<file path="src/rtl/data_mem_pkg.sv">
// Shared types and helpers for the data-memory responder: FSM states, bus widths, address-to-word mapping.
package data_mem_pkg;

    typedef enum logic [1:0] {
        IDLE,
        WAIT,
        ACCESS,
        RESP
    } state_t;

    localparam int WORD_W = 32;
    localparam int BE_W   = 4;

    // Word index relative to the window base; callers check the range separately.
    function automatic logic [WORD_W-1:0] addr_to_index(input logic [WORD_W-1:0] addr,
                                                        input logic [WORD_W-1:0] base);
        logic [WORD_W-1:0] off;
        off = addr - base;
        return {2'b00, off[WORD_W-1:2]};
    endfunction

endpackage

</file>
<file path="src/rtl/data_mem_responder_if.sv">
// Load/store request and response channels between the core's LSU (master) and the responder (slave).
interface data_mem_responder_if;
    import data_mem_pkg::*;

    logic              req_valid;
    logic              req_ready;
    logic              req_we;
    logic [WORD_W-1:0] req_addr;
    logic [WORD_W-1:0] req_wdata;
    logic [BE_W-1:0]   req_be;
    logic              rsp_valid;
    logic              rsp_ready;
    logic [WORD_W-1:0] rsp_rdata;
    logic              rsp_err;

    modport master (
        output req_valid, req_we, req_addr, req_wdata, req_be, rsp_ready,
        input  req_ready, rsp_valid, rsp_rdata, rsp_err
    );

    modport slave (
        input  req_valid, req_we, req_addr, req_wdata, req_be, rsp_ready,
        output req_ready, rsp_valid, rsp_rdata, rsp_err
    );

endinterface

</file>
<file path="src/rtl/data_mem_ram.sv">
// Single-port DEPTH x 32 RAM: byte-enabled synchronous write, registered read, one access per enabled cycle.
module data_mem_ram
    import data_mem_pkg::*;
#(
    parameter  int DEPTH = 64,
    localparam int IDX_W = $clog2(DEPTH)
) (
    input  logic              clk,
    input  logic              en,
    input  logic              we,
    input  logic [BE_W-1:0]   be,
    input  logic [IDX_W-1:0]  idx,
    input  logic [WORD_W-1:0] wdata,
    output logic [WORD_W-1:0] rdata
);

    logic [WORD_W-1:0] mem [DEPTH];

    // Contents and read register are deliberately not reset.
    always_ff @(posedge clk) begin
        if (en) begin
            if (we) begin
                for (int i = 0; i < BE_W; i++) begin
                    if (be[i]) begin
                        mem[idx][8*i +: 8] <= wdata[8*i +: 8];
                    end
                end
            end else begin
                rdata <= mem[idx];
            end
        end
    end

endmodule

</file>
<file path="src/rtl/data_mem_responder.sv">
// Multi-cycle data-memory slave: response WAIT_CYCLES+2 cycles after the accept cycle, one transaction in flight.
// Holds the response stable while rsp_ready is low; req_ready is high only in IDLE.
module data_mem_responder
    import data_mem_pkg::*;
#(
    parameter int          DEPTH       = 64,
    parameter int          WAIT_CYCLES = 2,
    parameter logic [31:0] BASE_ADDR   = 32'h0000_0000
) (
    input  logic               clk,
    input  logic               reset,
    data_mem_responder_if.slave bus
);

    localparam int IDX_W = $clog2(DEPTH);

    state_t            state;
    state_t            state_nxt;
    logic [3:0]        wait_cnt;
    logic              hold_we;
    logic [WORD_W-1:0] hold_addr;
    logic [WORD_W-1:0] hold_wdata;
    logic [BE_W-1:0]   hold_be;
    logic              rsp_err_q;
    logic              rsp_load_q;
    logic              accept;
    logic [WORD_W:0]   base_diff;
    logic [WORD_W-1:0] word_off;
    logic              acc_err;
    logic              ram_en;
    logic [IDX_W-1:0]  ram_idx;
    logic [WORD_W-1:0] ram_rdata;

    assign accept    = bus.req_valid && (state == IDLE);
    // Borrow out of the widened subtraction flags addresses below the window.
    assign base_diff = {1'b0, hold_addr} - {1'b0, BASE_ADDR};
    assign word_off  = addr_to_index(hold_addr, BASE_ADDR);
    assign acc_err   = (hold_addr[1:0] != 2'b00) || base_diff[WORD_W] || (word_off >= 32'(DEPTH));
    assign ram_en    = (state == ACCESS) && !acc_err;
    assign ram_idx   = word_off[IDX_W-1:0];

    always_ff @(posedge clk or negedge reset) begin
        if (!reset) begin
            state <= IDLE;
        end else begin
            state <= state_nxt;
        end
    end

    always_comb begin
        state_nxt = state;
        case (state)
            IDLE:    if (accept) state_nxt = (WAIT_CYCLES == 0) ? ACCESS : WAIT;
            WAIT:    if (wait_cnt == 4'd0) state_nxt = ACCESS;
            ACCESS:  state_nxt = RESP;
            RESP:    if (bus.rsp_ready) state_nxt = IDLE;
            default: state_nxt = IDLE;
        endcase
    end

    always_comb begin
        bus.req_ready = (state == IDLE);
        bus.rsp_valid = (state == RESP);
        bus.rsp_err   = rsp_err_q;
        bus.rsp_rdata = rsp_load_q ? ram_rdata : '0;
    end

    always_ff @(posedge clk or negedge reset) begin
        if (!reset) begin
            wait_cnt   <= 4'd0;
            hold_we    <= 1'b0;
            hold_addr  <= '0;
            hold_wdata <= '0;
            hold_be    <= '0;
            rsp_err_q  <= 1'b0;
            rsp_load_q <= 1'b0;
        end else begin
            if (accept) begin
                hold_we    <= bus.req_we;
                hold_addr  <= bus.req_addr;
                hold_wdata <= bus.req_wdata;
                hold_be    <= bus.req_be;
                wait_cnt   <= (WAIT_CYCLES == 0) ? 4'd0 : 4'(WAIT_CYCLES - 1);
            end else if ((state == WAIT) && (wait_cnt != 4'd0)) begin
                wait_cnt <= wait_cnt - 4'd1;
            end

            // Response flags update only at ACCESS exit and clear on the handshake, so RESP outputs stay frozen.
            if (state == ACCESS) begin
                rsp_err_q  <= acc_err;
                rsp_load_q <= !hold_we && !acc_err;
            end else if ((state == RESP) && bus.rsp_ready) begin
                rsp_err_q  <= 1'b0;
                rsp_load_q <= 1'b0;
            end
        end
    end

    data_mem_ram #(
        .DEPTH(DEPTH)
    ) u_ram (
        .clk  (clk),
        .en   (ram_en),
        .we   (hold_we),
        .be   (hold_be),
        .idx  (ram_idx),
        .wdata(hold_wdata),
        .rdata(ram_rdata)
    );

endmodule

</file>
<file path="src/flat_wrapper.sv">
// flat-port wrapper written by rule: the top's interface ports become plain ports
module data_mem_responder_flat import data_mem_pkg::*;
#(
    parameter int          DEPTH       = 64,
    parameter int          WAIT_CYCLES = 2,
    parameter logic [31:0] BASE_ADDR   = 32'h0000_0000
)
  (clk, reset, bus_req_valid, bus_req_we, bus_req_addr, bus_req_wdata, bus_req_be, bus_rsp_ready, bus_req_ready, bus_rsp_valid, bus_rsp_rdata, bus_rsp_err);
  data_mem_responder_if bus_i ();
  input  logic clk;
  input  logic reset;
  input wire logic [$bits(bus_i.req_valid)-1:0] bus_req_valid;
  input wire logic [$bits(bus_i.req_we)-1:0] bus_req_we;
  input wire logic [$bits(bus_i.req_addr)-1:0] bus_req_addr;
  input wire logic [$bits(bus_i.req_wdata)-1:0] bus_req_wdata;
  input wire logic [$bits(bus_i.req_be)-1:0] bus_req_be;
  input wire logic [$bits(bus_i.rsp_ready)-1:0] bus_rsp_ready;
  output wire logic [$bits(bus_i.req_ready)-1:0] bus_req_ready;
  output wire logic [$bits(bus_i.rsp_valid)-1:0] bus_rsp_valid;
  output wire logic [$bits(bus_i.rsp_rdata)-1:0] bus_rsp_rdata;
  output wire logic [$bits(bus_i.rsp_err)-1:0] bus_rsp_err;
  assign bus_i.req_valid = bus_req_valid;
  assign bus_i.req_we = bus_req_we;
  assign bus_i.req_addr = bus_req_addr;
  assign bus_i.req_wdata = bus_req_wdata;
  assign bus_i.req_be = bus_req_be;
  assign bus_i.rsp_ready = bus_rsp_ready;
  assign bus_req_ready = bus_i.req_ready;
  assign bus_rsp_valid = bus_i.rsp_valid;
  assign bus_rsp_rdata = bus_i.rsp_rdata;
  assign bus_rsp_err = bus_i.rsp_err;
  data_mem_responder #(.DEPTH(DEPTH), .WAIT_CYCLES(WAIT_CYCLES), .BASE_ADDR(BASE_ADDR)) u_core (.clk(clk), .reset(reset), .bus(bus_i));
endmodule
</file>
<file path="config.mk">
export PLATFORM = sky130hd
export DESIGN_NAME = data_mem_responder_flat
export DESIGN_NICKNAME = d
export VERILOG_FILES = /design/src/rtl/data_mem_pkg.sv /design/src/rtl/data_mem_responder_if.sv /design/src/rtl/data_mem_ram.sv /design/src/rtl/data_mem_responder.sv /design/src/flat_wrapper.sv
export SDC_FILE = /design/constraint.sdc
export NUM_CORES = 2
export LEC_CHECK = 0
export BUFFER_PORTS_ARGS = -buffer_cell sky130_fd_sc_hd__buf_2
export CAP_MARGIN = 25
export CORE_AREA = 2 2 373 412
export CTS_CLUSTER_DIAMETER = 60
export CTS_CLUSTER_SIZE = 30
export DETAILED_ROUTE_END_ITERATION = 8
export DIE_AREA = 0 0 375 414
export PLACE_DENSITY_LB_ADDON = 0.05
export SYNTH_ARGS = -nofsm -noshare
export SYNTH_HDL_FRONTEND = slang
export SYNTH_SLANG_ARGS = --single-unit
</file>
<file path="constraint.sdc">
create_clock -name clk -period 9.4 [get_ports clk]
set_clock_uncertainty 0.2 [all_clocks]
set_input_delay 0.94 -clock clk [delete_from_list [all_inputs] [get_ports clk]]
set_output_delay 0.94 -clock clk [all_outputs]
set_load 0.005 [all_outputs]
</file>
==> flow_metrics.tcl <==
set metrics [dict create \
    chipHeight_um 414 \
    ir_drop_uv 405 \
    synth_top_family_by_area "compound AO/OA/AOI/OAI gates" \
    dr.pass1.iters 8 \
    grt_pass1_vias 47600 \
    synth_area_leader_cell "edfxtp_1" \
    synthTopCellsByArea "edfxtp_1, a221oi_1, a22oi_1, dfrtp_1, mux2_2" \
    start_util_pct 54.8 \
    cp_max_fo 50 \
    cp-end-kind "flop" \
    drc 0 \
    ant_nets 0 \
    hpwl_um 164000 \
    cts_max_level 4 \
    power.leakage_nw 28.0 \
    via_count 50100 \
    ys_ff_latch 2157 \
    yosys_warnings 0 \
    antenna_found_initial 32 \
    timing.rr.start "u_core.hold_addr[3]" \
    port_buffers 107 \
    synthFlopType "edfxtp_1" \
    reg2reg_to "u_core.u_ram.mem[22][6]" \
    chipWidth_um 375 \
    synth-simple-area-share_pct 4.16 \
    outcome "finished, final reports clean" \
    cts-root-buf "clkbuf_16" \
    vias_per_cell 7.18 \
    rrSetupSlack_ns 3.98 \
    period_needed_ns 5.42 \
    async_flop_share_pct 3.57 \
    fmax_mhz 185 \
    tns_ns 0 \
    clkLatencyLatePin_ns 0.82 \
    num_io_pins 108 \
    die_area_mm2 0.155 \
    crit_start "u_core.hold_addr[3]" \
    synthXorXnorAreaFrac_pct 0.0317 \
    detail_route.wl_per_cell_um 40.0 \
    maxSlewViolCount 0 \
    synth_fp_nets 4963 \
    final-hold-violation-count 0 \
    min_period_over_period_pct 57.6 \
    yosysSeqAreaShare_pct 77.8 \
    globalplace.congestion 0.890 \
    cts-buffers-inserted 138 \
    synth.cell_area_mm2 0.0828 \
    cts_num_sinks 2157 \
    cp.required_ns 9.63 \
    cts_tree "done" \
    rr_worst_depth 6 \
    layout.nets 4966 \
    drt-total-wl_um 280000 \
    drt_iter0_drc 8620 \
    synth_top_area_share_pct 75.5 \
    grt_pass1_wl_um 383000 \
    synth_adder_area_share_pct 0.0756 \
    synth-edff-count 2080 \
    min_path_type "in -> reg" \
    grt_max_degree 136 \
    place_area_mm2 0.0853 \
    start_kind "flop" \
    crit_end "u_core.u_ram.mem[22][6]" \
    ys_types 73 \
    drive_gt1_share_pct 14.6 \
    design_area_mm2 0.0902 \
    powerDensity_mw_per_mm2 326 \
    critical_path_class "reg -> reg" \
    cts.clk_slew.worst_paths_ns 0.09 \
    cts_buffer_depth 3 \
    synth_compound_area_share_pct 11.0 \
    maxCapViolations 0 \
    synth.area.mux_share_pct 4.77 \
    worstMarginPinSlew_ns 1.21 \
    avgSynthCellArea_um2 16.9 \
    final_cell_mix "edfxtp_1, nor2_1, a221oi_1" \
    gr-usage-all-layers_pct 35.7 \
    synthCells 4885 \
    relSlewSlack_pct 18.8 \
    grt-ovfl-total 0 \
    core_area_mm2 0.151 \
    rsz0062_at_grt "false" \
    crit_arrival_ns 5.65 \
    fp-row-count 150 \
    area_growth_pct 9.00 \
    setup_viol_count_final 0 \
    layout_commonest_cell "edfxtp_1" \
]
-- worst min-delay path by stage --
stage,start,end,slack [ns],cells past startpoint
floorplan,u_core.hold_be[0],u_core.hold_be[0],0.28,1
global placement,u_core.hold_wdata[5],u_core.u_ram.mem[29][5],0.27,0
detailed placement,u_core.hold_wdata[5],u_core.u_ram.mem[29][5],0.26,0
CTS,bus_req_wdata[13],u_core.hold_wdata[13],0.11,2
global route,bus_req_wdata[6],u_core.hold_wdata[6],0.13,2
finish,bus_req_wdata[13],u_core.hold_wdata[13],0.15,2
-- flip-flops by register name, indices dropped and copies added, names as in the netlist --
register and cells:
u_core.u_ram.mem 2048, u_core.hold_addr 32, u_core.hold_wdata 32, u_core.u_ram.rdata 32
u_core.hold_be 4, u_core.wait_cnt 4, u_core.state 2, u_core.bus.rsp_err 1
u_core.hold_we 1, u_core.rsp_load_q 1
-- cells by family after synthesis --
family / after synthesis
xor gates and xnor gates: 3
and+or+nand+nor: 782
adders and majority gates: 5
AOI/OAI and AO/OA: 1218
DFF: 2157
buffers and inverters: 381
muxes: 339
-- layer usage --
metal / vias up / wire length, µm / part of all wire (%) / global-route usage, %
li1: 20000 / - / - / -
met3: 670 / 34800 / 12 / 9.94
met1: 25900 / 105000 / 38 / 49.5
met2: 3554 / 124000 / 44 / 52.5
met4: 34 / 15500 / 5.5 / 17.1
met5: - / 230 / 0.082 / 0
-- power breakdown --
| part | switching (W) | internal, W |
|---|---|---|
| combinational | 0.00727 | 0.00258 |
| clock | 0.00348 | 0.00327 |
| sequential | 0.000629 | 0.0122 |
| total | 0.0114 | 0.0180 |
-- cell type report --
cell class | instances | area (µm²)
clock inverters | 99 | 1210
clock buffers | 149 | 3570
repair buffers | 234 | 1670
inverters | 10 | 45.0
flip-flops and latches | 2157 | 64500
well taps | 1976 | 2470
diodes | 12 | 30.0
fillers | 11100 | 60900
multi-input cells | 2347 | 16800
-- through the flow --
| stage | utilization [%] | instances | hold slack, ns | setup slack (ns) | power, W |
|---|---|---|---|---|---|
| 6_report | 59.7 | 6984 | 0.146 | 3.98 | 0.0294 |
| 5_1_grt | 59.7 | 6974 | 0.133 | 4.01 | 0.0300 |
| 4_1_cts | 59.7 | 6968 | 0.112 | 4.18 | 0.0291 |
| 3_5_place_dp | 56.5 | 6719 | 0.262 | 4.21 | 0.0225 |
| 3_3_place_gp | 56.4 | 6713 | 0.266 | 4.20 | 0.0224 |
| 2_1_floorplan | - | 4885 | 0.279 | 5.40 | 0.0180 |
-- cells in the mapped netlist, types with 8 or more instances --
cell type,count
o22ai_1,149
clkbuf_1,164
or3_1,8
a222oi_1,11
mux2i_1,158
o221ai_1,20
a221o_1,25
and2_1,37
a22oi_1,341
mux4_2,29
buf_4,32
edfxtp_1,2080
inv_1,8
mux2_2,149
a31oi_1,22
o32ai_1,11
buf_6,9
nand3_1,29
buf_2,123
dfrtp_1,77
o21ai_0,110
nor2_1,420
a211oi_1,12
nor3_1,36
a22o_1,23
a221oi_1,361
a21oi_1,83
nand2_1,153
buf_1,42
nand4_1,21
nor4_1,25
-- timing repair --
| action | CTS | global route |
|---|---|---|
| gates resized for setup | 0 | 0 |
| endpoints found under the hold margin | 22 | 0 |
| hold buffers | 1 | 0 |
| buffers inserted | 0 | 0 |
-- worst max-delay path: stages (launching register included) --
cell,delay [ns]
dfrtp_4,0.84
buf_4,0.78
nand2b_1,0.23
buf_4,0.33
nor2_2,0.78
nand2_1,0.87
nor2_1,0.90
Power figures use the tool's default switching activity.
